[src/rtl/counter_bank_if.sv]
// Command/status bundle between requesters and the counter bank scheduler.
// The master side posts commands; the slave side (the scheduler) grants them
// and publishes the counter state.
interface counter_bank_if #(
  parameter int SIZE    = 10,
  parameter int NUM_REQ = 2
);
  localparam int IDW = (NUM_REQ > 1) ? $clog2(NUM_REQ) : 1;

  logic                      en;
  logic [NUM_REQ-1:0]        req_valid;
  logic [2*NUM_REQ-1:0]      req_op;
  logic [SIZE*NUM_REQ-1:0]   req_data;
  logic [NUM_REQ-1:0]        req_ready;
  logic [SIZE*NUM_REQ-1:0]   cnt;
  logic [NUM_REQ-1:0]        wrap;
  logic [SIZE-1:0]           sum;
  logic                      done_valid;
  logic [IDW-1:0]            done_id;

  modport master (
    output en, req_valid, req_op, req_data,
    input  req_ready, cnt, wrap, sum, done_valid, done_id
  );

  modport slave (
    input  en, req_valid, req_op, req_data,
    output req_ready, cnt, wrap, sum, done_valid, done_id
  );
endinterface

[src/rtl/counter_bank_scheduler.sv]
// Round-robin scheduler for a bank of counters sharing one update path.
// One command per cycle is granted (inc/dec/clear/load) to the first valid
// requester at or after the round-robin pointer. A registered modular sum of
// all counters trails the counter registers by one cycle.
module counter_bank_scheduler #(
  parameter int SIZE    = 10,
  parameter int NUM_REQ = 2
) (
  input  logic           clk,
  input  logic           rst,
  counter_bank_if.slave  bus
);
  localparam int IDW = (NUM_REQ > 1) ? $clog2(NUM_REQ) : 1;
  typedef logic [IDW-1:0] id_t;

  localparam logic [SIZE-1:0] CNT_ONE = {{(SIZE-1){1'b0}}, 1'b1};
  localparam logic [SIZE-1:0] CNT_MAX = {SIZE{1'b1}};
  localparam logic [SIZE-1:0] CNT_ZERO = {SIZE{1'b0}};

  logic [SIZE-1:0]    cnt_q [NUM_REQ];
  logic [NUM_REQ-1:0] wrap_q;
  logic [SIZE-1:0]    sum_q;
  logic               done_valid_q;
  id_t                done_id_q;
  id_t                rr_ptr_q;

  logic [NUM_REQ-1:0] grant_d;
  logic               grant_any_d;
  id_t                grant_id_d;
  logic [1:0]         grant_op_d;
  logic [SIZE-1:0]    grant_data_d;
  id_t                rr_next_d;
  logic [SIZE-1:0]    sum_d;

  // Index of the k-th candidate after the round-robin pointer, modulo NUM_REQ.
  function automatic id_t rr_index(input id_t base, input int k);
    int s;
    s = int'(base) + k;
    if (s >= NUM_REQ) begin
      s = s - NUM_REQ;
    end else begin
      s = s;
    end
    return id_t'(s);
  endfunction

  // Pick the first valid requester starting at the pointer; reset and en=0 block grants.
  always_comb begin
    grant_d      = '0;
    grant_any_d  = 1'b0;
    grant_id_d   = '0;
    grant_op_d   = 2'b00;
    grant_data_d = '0;
    if (!rst && bus.en) begin
      for (int k = 0; k < NUM_REQ; k++) begin
        if (!grant_any_d && bus.req_valid[rr_index(rr_ptr_q, k)]) begin
          grant_any_d  = 1'b1;
          grant_id_d   = rr_index(rr_ptr_q, k);
          grant_d[grant_id_d] = 1'b1;
          grant_op_d   = bus.req_op[2*int'(grant_id_d) +: 2];
          grant_data_d = bus.req_data[SIZE*int'(grant_id_d) +: SIZE];
        end else begin
          grant_any_d  = grant_any_d;
        end
      end
    end else begin
      grant_any_d = 1'b0;
    end
  end

  // Pointer advances to the requester just after the winner.
  always_comb begin
    rr_next_d = '0;
    if (grant_id_d == id_t'(NUM_REQ - 1)) begin
      rr_next_d = '0;
    end else begin
      rr_next_d = grant_id_d + id_t'(1);
    end
  end

  // Modular sum of the current counter registers.
  always_comb begin
    sum_d = '0;
    for (int i = 0; i < NUM_REQ; i++) begin
      sum_d = sum_d + cnt_q[i];
    end
  end

  // Apply the granted command; reset discards any grant in flight.
  always_ff @(posedge clk) begin
    if (rst) begin
      for (int i = 0; i < NUM_REQ; i++) begin
        cnt_q[i] <= CNT_ZERO;
      end
      wrap_q       <= '0;
      sum_q        <= CNT_ZERO;
      done_valid_q <= 1'b0;
      done_id_q    <= '0;
      rr_ptr_q     <= '0;
    end else begin
      sum_q <= sum_d;
      if (grant_any_d) begin
        case (grant_op_d)
          2'b00: begin
            cnt_q[grant_id_d] <= cnt_q[grant_id_d] + CNT_ONE;
            if (cnt_q[grant_id_d] == CNT_MAX) begin
              wrap_q[grant_id_d] <= 1'b1;
            end
          end
          2'b01: begin
            cnt_q[grant_id_d] <= cnt_q[grant_id_d] - CNT_ONE;
            if (cnt_q[grant_id_d] == CNT_ZERO) begin
              wrap_q[grant_id_d] <= 1'b1;
            end
          end
          2'b10: begin
            cnt_q[grant_id_d]  <= CNT_ZERO;
            wrap_q[grant_id_d] <= 1'b0;
          end
          2'b11: begin
            cnt_q[grant_id_d] <= grant_data_d;
          end
          default: begin
            cnt_q[grant_id_d] <= cnt_q[grant_id_d];
          end
        endcase
        rr_ptr_q     <= rr_next_d;
        done_valid_q <= 1'b1;
        done_id_q    <= grant_id_d;
      end else begin
        done_valid_q <= 1'b0;
      end
    end
  end

  for (genvar g = 0; g < NUM_REQ; g++) begin : g_cnt_out
    assign bus.cnt[g*SIZE +: SIZE] = cnt_q[g];
  end

  assign bus.req_ready  = grant_d;
  assign bus.wrap       = wrap_q;
  assign bus.sum        = sum_q;
  assign bus.done_valid = done_valid_q;
  assign bus.done_id    = done_id_q;
endmodule

[src/flat_wrapper.sv]
// flat-port wrapper written by rule: the top's interface ports become plain ports
module counter_bank_scheduler_flat 
#(
  parameter int SIZE    = 10,
  parameter int NUM_REQ = 2
)
  (clk, rst, bus_en, bus_req_valid, bus_req_op, bus_req_data, bus_req_ready, bus_cnt, bus_wrap, bus_sum, bus_done_valid, bus_done_id);
  counter_bank_if #(.SIZE(SIZE), .NUM_REQ(NUM_REQ)) bus_i ();
  input  logic clk;
  input  logic rst;
  input wire logic [$bits(bus_i.en)-1:0] bus_en;
  input wire logic [$bits(bus_i.req_valid)-1:0] bus_req_valid;
  input wire logic [$bits(bus_i.req_op)-1:0] bus_req_op;
  input wire logic [$bits(bus_i.req_data)-1:0] bus_req_data;
  output wire logic [$bits(bus_i.req_ready)-1:0] bus_req_ready;
  output wire logic [$bits(bus_i.cnt)-1:0] bus_cnt;
  output wire logic [$bits(bus_i.wrap)-1:0] bus_wrap;
  output wire logic [$bits(bus_i.sum)-1:0] bus_sum;
  output wire logic [$bits(bus_i.done_valid)-1:0] bus_done_valid;
  output wire logic [$bits(bus_i.done_id)-1:0] bus_done_id;
  assign bus_i.en = bus_en;
  assign bus_i.req_valid = bus_req_valid;
  assign bus_i.req_op = bus_req_op;
  assign bus_i.req_data = bus_req_data;
  assign bus_req_ready = bus_i.req_ready;
  assign bus_cnt = bus_i.cnt;
  assign bus_wrap = bus_i.wrap;
  assign bus_sum = bus_i.sum;
  assign bus_done_valid = bus_i.done_valid;
  assign bus_done_id = bus_i.done_id;
  counter_bank_scheduler #(.SIZE(SIZE), .NUM_REQ(NUM_REQ)) u_core (.clk(clk), .rst(rst), .bus(bus_i));
endmodule
[config.mk]
export PLATFORM = sky130hd
export DESIGN_NAME = counter_bank_scheduler_flat
export DESIGN_NICKNAME = d
export VERILOG_FILES = /design/src/rtl/counter_bank_if.sv /design/src/rtl/counter_bank_scheduler.sv /design/src/flat_wrapper.sv
export SDC_FILE = /design/constraint.sdc
export NUM_CORES = 1
export LEC_CHECK = 0
export BUFFER_PORTS_ARGS = -buffer_cell sky130_fd_sc_hd__buf_2
export CAP_MARGIN = 20
export CORE_AREA = 3 3 99 101
export DETAILED_ROUTE_END_ITERATION = 6
export DIE_AREA = 0 0 102 104
export SLEW_MARGIN = 30
export SYNTH_ARGS = -nofsm -noshare
export SYNTH_HDL_FRONTEND = slang
export SYNTH_SLANG_ARGS = --single-unit
[constraint.sdc]
create_clock -name clk -period 5.4 [get_ports clk]
set_clock_uncertainty 0.1 [all_clocks]
set_input_delay 1.08 -clock clk [delete_from_list [all_inputs] [get_ports clk]]
set_output_delay 1.08 -clock clk [all_outputs]
set_load 0.01 [all_outputs]
==> impl_results.md, run 1 <==
- Grt total ovfl: 0
- Max-Cap Viols: 0
- DP Wirelength: slightly above 6000 um
- Detailed Route Iter0 Violations: 160
- Largest net degree at the start of global routing: 21
- Avg Inst Size Synth: 8.58 um^2
- RSZ-0062 raised after global routing: no
- Switching Share: roughly 33%
- Later-pin clock latency in the skew report: around 0.3 ns
- Diode count: 0
- Fraction of layout cells with a size suffix above 1: 25.7%
- Register area share after synthesis: 33.7%
- Total GRT Usage: 15.7%
- Wirelength per Cell: approximately 17 um
- M2 GR Usage: 24.7%
- Initial antenna violation count: 0
- Cts hold-fix bufs: 0
- Synth unique cells: 59
- Routed wire length: 8280 um
- FFs w/ async S/R, synth: 0%
- Syn Nets: 360
- Most common library cell in the layout ignoring fill and taps: buf_2
- Clock slew at reported path FFs: around 0.080 ns
- Total die area: ~11,000 um^2
- PwrDens: 220 nW/um^2
- Sw Pwr: around 0.23 mW
- Clock share of power: between 20% and 30%
- Gp weighted congestion: 0.895
- Final setup fails: 0
- Cells after Synth: 312
- Int Power: ~0.47 mW
- Final Hold Fails: 0
- Row count: 35
- CTS tree: built
- Area delta synth->final: 18.7%
- Crit path DAT: about 4.2 ns
- Seq cells post-synth: 35
- Lkg Pwr: between 1 and 1.5 nW
- Max_slew headroom: between 50 and 60%
- CTS-repair resized insts: 0
- Outcome: completed
- Root buf cell: clkbuf_8
- GRT met1 Usage: 21.5%
- Max-slew violation count: 0
- Die Height: about 100 um
- Detail Route Antenna Nets: 0
- Worst Max-Slew Pin Slew: 0.635 ns
- Commonest cells after routing, fill and taps aside: buf_2, nor2_1, nand2_1
- Vias: between 2,000 and 3,000
- I/O pin cnt: 65
- DR DRC count: 0
- Sequential power share: 45.9%
- Tmin final: 4.30 ns
- CP Class: input port to register
- CP startpoint kind: input port
- Post-synth EDFFs: 20
- CTS Buf Count: 5
- Worst setup EP type: register
- Die span in x: between 100 and 150 um
- Nets: 421
- First-pass DRT Iterations: 5
- Hold WS: 0.376 ns
- Final period utilization: approximately four fifths
- Longest Clk Path Bufs: 2
- Effective utilization at floorplan: just under 30%
- Synthesized area: roughly 2700 um^2
- Worst vdd ir: 96.8 uV
- Synth warnings: 0
- Setup TNS: 0 ns
- Main synth FF type: edfxtp_1
- Number of I/O port buffers: 64
- Gate power share: 25.8%
- Crit path required time: approximately 5.3 ns
- Post-CTS Setup Repair Bufs: 0
- Area of the core: roughly 9100 um^2
- Busiest grt layer: met2
- Clk sinks: 35
- Crit Path Max Fanout: 20
- Vias per cell: between 5 and 6
- GRT met3 Usage: around 3.2%
- Max frequency: 233 MHz
- Hold Path Class: register to register
- Vias in the first global route: 2,558
- Htree depth: 2
- First-pass GRT wire length: 13,200 um
-- worst max-delay path, stage by stage --
cell,delay [ns]
buf_2,0.12
nand2b_4,0.08
and2_1,0.42
nand2_2,0.08
buf_4,0.22
inv_2,0.21
nand2_1,0.12
o22ai_1,0.18
buf_4,0.21
ha_1,0.32
a21oi_1,0.23
o21ai_0,0.17
o41ai_1,0.41
xor2_1,0.24
o32ai_1,0.12
-- through the flow --
stage,area (um^2),utilization [%],power (mW),instances,setup WS [ns]
2_1_floorplan,2680,-,0.443,312,1.32
3_3_place_gp,3090,33.9,0.503,476,1.07
3_5_place_dp,3090,33.9,0.507,476,0.925
4_1_cts,3170,34.8,0.703,484,1.15
5_1_grt,3180,34.9,0.739,485,0.865
6_report,3180,34.9,0.699,485,1.10
-- synthesized netlist by cell type, types with 5 or more instances --
cell | number | area share [%]
nand2_1 | 31 | 4.3
nor3_1 | 15 | 2.8
a22oi_1 | 10 | 2.8
a21oi_1 | 16 | 3.0
dfxtp_1 | 15 | 11
o21a_1 | 5 | 1.4
a21o_1 | 6 | 1.7
ha_1 | 17 | 7.9
o22ai_1 | 5 | 1.2
mux2i_1 | 5 | 1.9
nor2b_1 | 5 | 1.2
inv_1 | 11 | 1.5
nor2_1 | 37 | 5.2
o21ai_0 | 11 | 2.1
mux2_2 | 5 | 2.1
clkbuf_1 | 8 | 1.1
edfxtp_1 | 20 | 22
nand3_1 | 7 | 1.3
-- per-layer routing --
layer	vias to the layer above	wire length, um
met5	-	0
met4	0	111
met3	16	591
met2	107	3760
met1	1209	3810
li1	1279	-
-- state kept, by name, indices dropped and copies added (netlist names), named ones only --
name / cells
u_core.rr_ptr_q: 1
u_core.bus.done_valid: 1
u_core.bus.sum: 10
u_core.bus.done_id: 1
u_core.cnt_q: 20
-- power groups by stage --
stage	combinational [mW]	clock, mW	sequential, mW
floorplan	0.115	0	0.328
global placement	0.176	0	0.327
detailed placement	0.180	0	0.327
CTS	0.180	0.202	0.321
global route	0.203	0.213	0.323
finish	0.180	0.198	0.321
-- cells by family (layout without fill, tap and decap cells) --
kind of cell / count (synthesis) / count (layout) / share of synthesized area (%)
and+or+nand+nor: 124 / 124 / 22.3
AOI/OAI and AO/OA: 88 / 88 / 23.3
DFF: 35 / 35 / 33.7
buffers and inverters: 29 / 91 / 5.10
adders and majority gates: 19 / 19 / 9.44
muxes: 10 / 10 / 3.97
xor gates and xnor gates: 7 / 7 / 2.29
-- worst paths after layout --
kind / slack [ns] / to / cells after the start / startpoint
setup / recovery: 1.10 / u_core.cnt_q[0][7] / 15 / bus_req_valid[0]
setup reg to reg: 1.57 / u_core.cnt_q[0][7] / 14 / u_core.rr_ptr_q
hold reg to reg: 0.38 / u_core.bus.done_id / 2 / u_core.bus.done_id
hold / removal: 0.38 / u_core.bus.done_id / 2 / u_core.bus.done_id
-- layout make-up --
cell class                 instances  area [um^2]
fill                             980         5930
multi-input combinational        248         1640
sequential                        35          901
timing repair buffer              70          363
tap                              111          139
clock buffer                       6         72.6
inverter                          13         48.8
clock inverter                     2         12.5
No activity file was read; power rests on OpenSTA's default activity.
==> inputs of run 2 (changes only) <==
--- a/config.mk
+++ b/config.mk
@@ -5,11 +5,12 @@
 export SDC_FILE = /design/constraint.sdc
 export NUM_CORES = 1
 export LEC_CHECK = 0
+export ABC_AREA = 1
 export BUFFER_PORTS_ARGS = -buffer_cell sky130_fd_sc_hd__buf_2
 export CAP_MARGIN = 20
-export CORE_AREA = 3 3 99 101
+export CORE_AREA = 3 3 100 102
 export DETAILED_ROUTE_END_ITERATION = 6
-export DIE_AREA = 0 0 102 104
+export DIE_AREA = 0 0 103 105
 export SLEW_MARGIN = 30
 export SYNTH_ARGS = -nofsm -noshare
 export SYNTH_HDL_FRONTEND = slang
==> constraint.sdc (replaced) <==
create_clock -name clk -period 3.97 [get_ports clk]
set_clock_uncertainty 0.1 [all_clocks]
set_input_delay 0.794 -clock clk [delete_from_list [all_inputs] [get_ports clk]]
set_output_delay 0.794 -clock clk [all_outputs]
set_load 0.01 [all_outputs]
==> run 2 against run 1 <==
Net effect:
- register-to-register slack worse by 0.64 ns
- hold slack worse by 0.032 ns
- global-route usage decreased by 0.65 points
- clock power up 27%
- via count up 5.6%
- utilization grew 0.076 points
- highest routed layer unchanged
==> impl_results.md, run 2 <==
- Outcome: completed
- Worst Hold Depth: 2
- Most used cell, CP: nand2_1
- Clock share of power: a little over a quarter
- Most common library cell in the layout ignoring fill and taps: nand2_1
- I/O pin cnt: 65
- CP max-delay cell: buf_4
- Max-slew violation count: 0
- Max reg flops: 20
- Fraction of layout cells with a size suffix above 1: 18.2%
- Worst setup EP type: register
- Cell Chain, Critical Path: buf_2 > nand2_2 > nand3_2 > buf_4 > nand2_1 > nand2_1 > inv_1 > ha_1 > a21oi_1 > nor2_1 > nor2_1 > o21ai_1 > nand2_1 > nand3_1 > nand3_1 > a21oi_1
- CP max stage delay: 0.36 ns
- Hold Path Class: register to register
- Setup TNS: 0 ns
- Root buf cell: clkbuf_8
- Register Area: between 900 and 1000 um^2
- Number of I/O port buffers: 64
- Syn Nets: 451
- Final setup fails: 0
- Placed cell count: 570
- Max-Cap Viols: 0
- Later-pin clock latency in the skew report: roughly 0.29 ns
- Largest cells by area after synthesis: edfxtp_1, nand2_1, dfxtp_1, ha_1, inv_1
- Cell area after layout: between 3000 and 4000 um^2
- Clock slew at reported path FFs: roughly 0.070 ns
- Final period utilization: 87.2%
- Final std cells w/o fill: 578
- R2r startpoint: u_core.rr_ptr_q
- Multi-input gate area: around 1500 um^2
- Detail Route Antenna Nets: 0
- Gate power share: between 20% and 30%
- Critical path depth: 16
- Cts hold-fix bufs: 0
- Top cell type's share of synthesized area: between 20% and 30%
- Post-layout util: about a third
- Final setup margin: around 0.51 ns
- WP buf/inv: 3
- CTS tree: built
- Longest Clk Path Bufs: 2
- Synth warnings: 0
- Die span in x: approximately 100 um
- Largest area contributor in the netlist: edfxtp_1
- Largest net degree at the start of global routing: 36
- Tmin final: ~3.5 ns
- Worst vdd ir: 112 uV
- Most frequent cell after synthesis: nand2_1
- Avg Inst Size Synth: 6.75 um^2
- Vias per cell: 4.77
- Dpl cell area: 3130 um^2
- PwrDens: 294 nW/um^2
- Synthesized area: approximately 2700 um^2
- Htree depth: 2
- Vias in the first global route: 2,629
- Detailed Route Iter0 Violations: between 100 and 150
- Synth unique cells: 30
- First-pass GRT wire length: roughly 13,000 um
- Max frequency: about 290 MHz
- Seq cells post-synth: 35
- Clk sinks: 35
- Area delta synth->final: 18.2%
- Hold WS: 0.345 ns
- R2r worst-path depth: 16
- Max_slew headroom: 62.1%
- GRT met1 Usage: 20.0%
- Area of the core: around 9000 um^2
- CTS Buf Count: 5
- Die Height: 105 um
- Routed wire length: just under 8000 um
- Commonest cells in the netlist: nand2_1, inv_1, nor2_1
- Power, Total: 0.943 mW
- Switching Share: 33.7%
- Cells after Synth: ~400
- Sw Pwr: 0.317 mW
- Sequential power share: 45.5%
- Fill count: 1,005
- FFs w/ async S/R, synth: 0%
- Reg2Reg Setup Slack: 0.93 ns
- RSZ-0062 raised after global routing: no
- Diode count: 0
- Busiest grt layer: met2
- Int Power: 0.626 mW
- First-pass DRT Iterations: 4
- M2 GR Usage: 24.9%
- Lkg Pwr: 1.63 nW
- Effective utilization at floorplan: 29.6%
- CP top delay family: simple AND/OR/NAND/NOR gates
- Initial antenna violation count: 0
- Register area share after synthesis: 33.1%
- CTS-repair resized insts: 0
- Total GRT Usage: 15.0%
- Gp weighted congestion: 0.896
- Row count: 35
- Final Hold Fails: 0
- Grt total ovfl: 0
- Post-synth EDFFs: 20
- Post-CTS Setup Repair Bufs: 0
- CP Class: input port to register
- DP Wirelength: roughly 6200 um
- Worst Max-Slew Pin Slew: 0.567 ns
- Post-Place Setup Slack: 0.186 ns
- Commonest cells after routing, fill and taps aside: nand2_1, buf_2, inv_1
- GRT met3 Usage: 2.47%
- Crit path DAT: 3.39 ns
- DR DRC count: 0
- Total die area: 10,800 um^2
- Reg with most FFs: u_core.cnt_q
- Nets: about 510
- Crit path required time: 3.90 ns
- Crit Path Max Fanout: 35
- Main synth FF type: edfxtp_1
- Vias: 2,757
- Worst R2R End: u_core.cnt_q[0][6]
- CP startpoint kind: input port
- Wirelength per Cell: around 14 um
-- run 2: power groups by stage --
| stage | sequential, mW | clock (mW) | combinational [mW] |
|---|---|---|---|
| after floorplan | 0.446 | 0 | 0.164 |
| after global placement | 0.438 | 0 | 0.259 |
| after detailed placement | 0.438 | 0 | 0.261 |
| after CTS | 0.430 | 0.259 | 0.262 |
| after global routing | 0.433 | 0.274 | 0.298 |
| final | 0.430 | 0.252 | 0.262 |
-- run 2: logic make-up (layout without fill, tap and decap cells) --
kind of cell | count (synthesis) | count (layout) | share of synthesized area [%]
AO/OA/AOI/OAI | 59 | 59 | 11.7
XOR/XNOR | 5 | 5 | 1.61
adder cells (fa/ha/maj) | 19 | 19 | 9.30
buffers and inverters | 72 | 136 | 11.0
flip-flops | 35 | 35 | 33.1
AND/OR/NAND/NOR | 213 | 213 | 33.2
-- run 2: worst max path at each step --
| stage | start | endpoint | slack [ns] |
|---|---|---|---|
| 4_1_cts | bus_req_valid[0] | u_core.cnt_q[1][7] | 0.50 |
| 3_5_place_dp | bus_req_valid[0] | u_core.cnt_q[1][7] | 0.19 |
| 2_1_floorplan | bus_req_valid[1] | u_core.cnt_q[1][6] | 0.91 |
| 3_3_place_gp | bus_req_valid[0] | u_core.cnt_q[0][6] | 0.31 |
| 5_1_grt | bus_req_valid[0] | u_core.cnt_q[1][7] | 0.23 |
| 6_report | bus_req_valid[0] | u_core.cnt_q[1][7] | 0.51 |
-- run 2: cell type report --
cell class / count / share of cell area [%]
well taps: 111 / 4.32
repair buffers: 68 / 10.9
inverters: 60 / 7.01
multi-input cells: 296 / 47.2
clock inverters: 2 / 0.234
flip-flops and latches: 35 / 28.0
clock buffers: 6 / 2.26
-- run 2: layer usage --
metal  up-vias  wire length, um
met5         -                0
met4         0               74
met3         7              577
met2        94             3660
met1      1225             3580
li1       1431                -
-- run 2: worst register-to-register path, stage by stage, from the launching register on --
cell     delay [ns]
dfxtp_1        0.36
inv_1          0.06
nand2_2        0.21
nand3_2        0.18
buf_4          0.29
nand2_1        0.10
nand2_1        0.16
fa_1           0.45
nand3_1        0.12
nand3_1        0.10
nand2_1        0.09
nand2_1        0.06
a21oi_1        0.15
xor2_1         0.15
o21ai_0        0.09
inv_1          0.07
nor2_1         0.04
==> inputs of run 3 (changes only) <==
--- a/config.mk
+++ b/config.mk
@@ -11,6 +11,7 @@
 export CORE_AREA = 3 3 100 102
 export DETAILED_ROUTE_END_ITERATION = 6
 export DIE_AREA = 0 0 103 105
+export GPL_TIMING_DRIVEN = 0
 export SLEW_MARGIN = 30
 export SYNTH_ARGS = -nofsm -noshare
 export SYNTH_HDL_FRONTEND = slang
==> run 3 against run 2 <==
Net effect:
- global-route usage increased by 0.19 points
- clock-buffer cell count unchanged
- critical path depth increased by 1
- wire length decreased by 0.89%
- setup slack improved by 0.11 ns
- critical endpoint is now u_core.cnt_q[0][6]
- sequential cell count unchanged
- sequential power about the same
==> impl_results.md, run 3 (synthesis gave the netlist of run 2 again) <==
- Outcome: completed
- Max_slew headroom: 64.4%
- Final period utilization: 84.5%
- CP Class: input port to register
- Final Hold Fails: 0
- I/O pin cnt: 65
- Reg2Reg Setup Slack: 0.99 ns
- Fraction of layout cells with a size suffix above 1: 18.3%
- Longest Clk Path Bufs: 2
- Metal-1 WL: 3710 um
- PwrDens: 288 nW/um^2
- Area of the core: 9200 um^2
- Row count: 35
- Max-slew violation count: 0
- Setup TNS: 0 ns
- Htree depth: 2
- CP startpoint kind: input port
- Total GRT Usage: 15.2%
- Vias: 2,734
- Wirelength per Cell: 13.3 um
- Number of I/O port buffers: 64
- Crit path launch: rst
- Clock slew at reported path FFs: 0.07 ns
- CTS-repair resized insts: 0
- Worst Max-Slew Pin Slew: 0.533 ns
- Max-Cap Viols: 0
- Most common library cell in the layout ignoring fill and taps: nand2_1
- Commonest cells after routing, fill and taps aside: nand2_1, buf_2, inv_1
- Worst setup EP type: register
- Die Height: roughly 110 um
- RSZ-0062 raised after global routing: no
- Grt total ovfl: 0
- Routed wire length: between 7000 and 8000 um
- DR DRC count: 0
- Detail Route Antenna Nets: 0
- R2r worst-path depth: 17
- Cell area after layout: 3260 um^2
- Tmin final: around 3.4 ns
- Gp weighted congestion: 0.883
- Dpl cell area: 3180 um^2
- Metal3 WL: 355 um
- Max reg flops: 20
- First-pass DRT Iterations: 4
- Worst Setup EP: u_core.cnt_q[0][6]
- Root buf cell: clkbuf_8
- Lkg Pwr: 1.65 nW
- Worst vdd ir: ~100 uV
- Vias in the first global route: approximately 2,800
- Max frequency: 298 MHz
- Later-pin clock latency in the skew report: 0.29 ns
- Crit Path Max Fanout: 10
- Highest metal used: met4
- Crit path DAT: 3.28 ns
- Post-CTS Setup Repair Bufs: 0
- Met2 WL post-DR: 3630 um
- Nets: around 520
- Area delta synth->final: 19.9%
- Final setup fails: 0
- Effective utilization at floorplan: 29.6%
- Total die area: 10,800 um^2
- DP Wirelength: 6350 um
- Worst R2R End: u_core.cnt_q[0][6]
- Initial antenna violation count: 0
- Vias per cell: 4.67
- Hold Path Class: register to register
- Crit path required time: roughly 4 ns
- Reg with most FFs: u_core.cnt_q
- First-pass GRT wire length: 13,200 um
- CTS Buf Count: 5
- Diode count: 0
- Die span in x: ~100 um
- Cts hold-fix bufs: 0
- CTS tree: built
- Largest net degree at the start of global routing: 12
- Hold WS: 0.345 ns
- Detailed Route Iter0 Violations: 143
- Clk sinks: 35
- Power, Total: 0.940 mW
- R2r startpoint: u_core.rr_ptr_q
## run 3: changes by cell type in the layout (fill, tap and decap cells not counted)
cell / delta
clkinv_2: +1
clkbuf_1: +7
buf_6: +3
clkinv_1: -1
buf_4: -2
## run 3: worst min path at each step
stage              from  cells after the start  endpoint  slack [ns]
3_5_place_dp   register                      2  register        0.34
5_1_grt        register                      2  register        0.38
4_1_cts        register                      2  register        0.35
3_3_place_gp   register                      2  register        0.34
2_1_floorplan  register                      2  register        0.37
6_report       register                      2  register        0.35
## run 3: routing by layer
metal,GRT usage [%],up-vias
met1,20.0,1217
met2,25.9,63
met5,0,-
met3,2.00,10
li1,-,1444
met4,3.79,0
## run 3: cell type report
class                   count  area, um^2
fillers                  1047        5940
clock inverters             2        8.76
flip-flops and latches     35         901
multi-input cells         296        1520
plain buffers              12        75.1
repair buffers             64         320
clock buffers               6        72.6
well taps                 111         139
inverters                  60         225
## run 3: where the power goes
part,switching (mW),leakage (nW),internal [mW],total [mW]
Clock,0.127,0.0426,0.121,0.247
Sequential,0.0197,0.333,0.411,0.431
Combinational,0.165,1.28,0.0970,0.262
Total,0.311,1.65,0.628,0.940
## run 3: critical path, cell delays in order
cell and delay, ns:
buf_2 0.13, nor2_1 0.22, nand3_2 0.12, buf_6 0.16
o21ai_2 0.25, nand2_1 0.17, inv_2 0.21, ha_1 0.31
nand3_1 0.12, nand3_1 0.11, nand2_1 0.10, nand2_1 0.06
a21oi_1 0.16, xor2_1 0.16, o21ai_0 0.10, inv_1 0.08
nor2_1 0.04
## run 3: stage by stage
stage	cells	util, %	worst slack, ns
floorplan	403	-	0.911
global route	586	35.4	0.294
detailed placement	578	34.6	0.327
CTS	586	35.4	0.629
global placement	578	34.6	0.364
finish	586	35.4	0.615
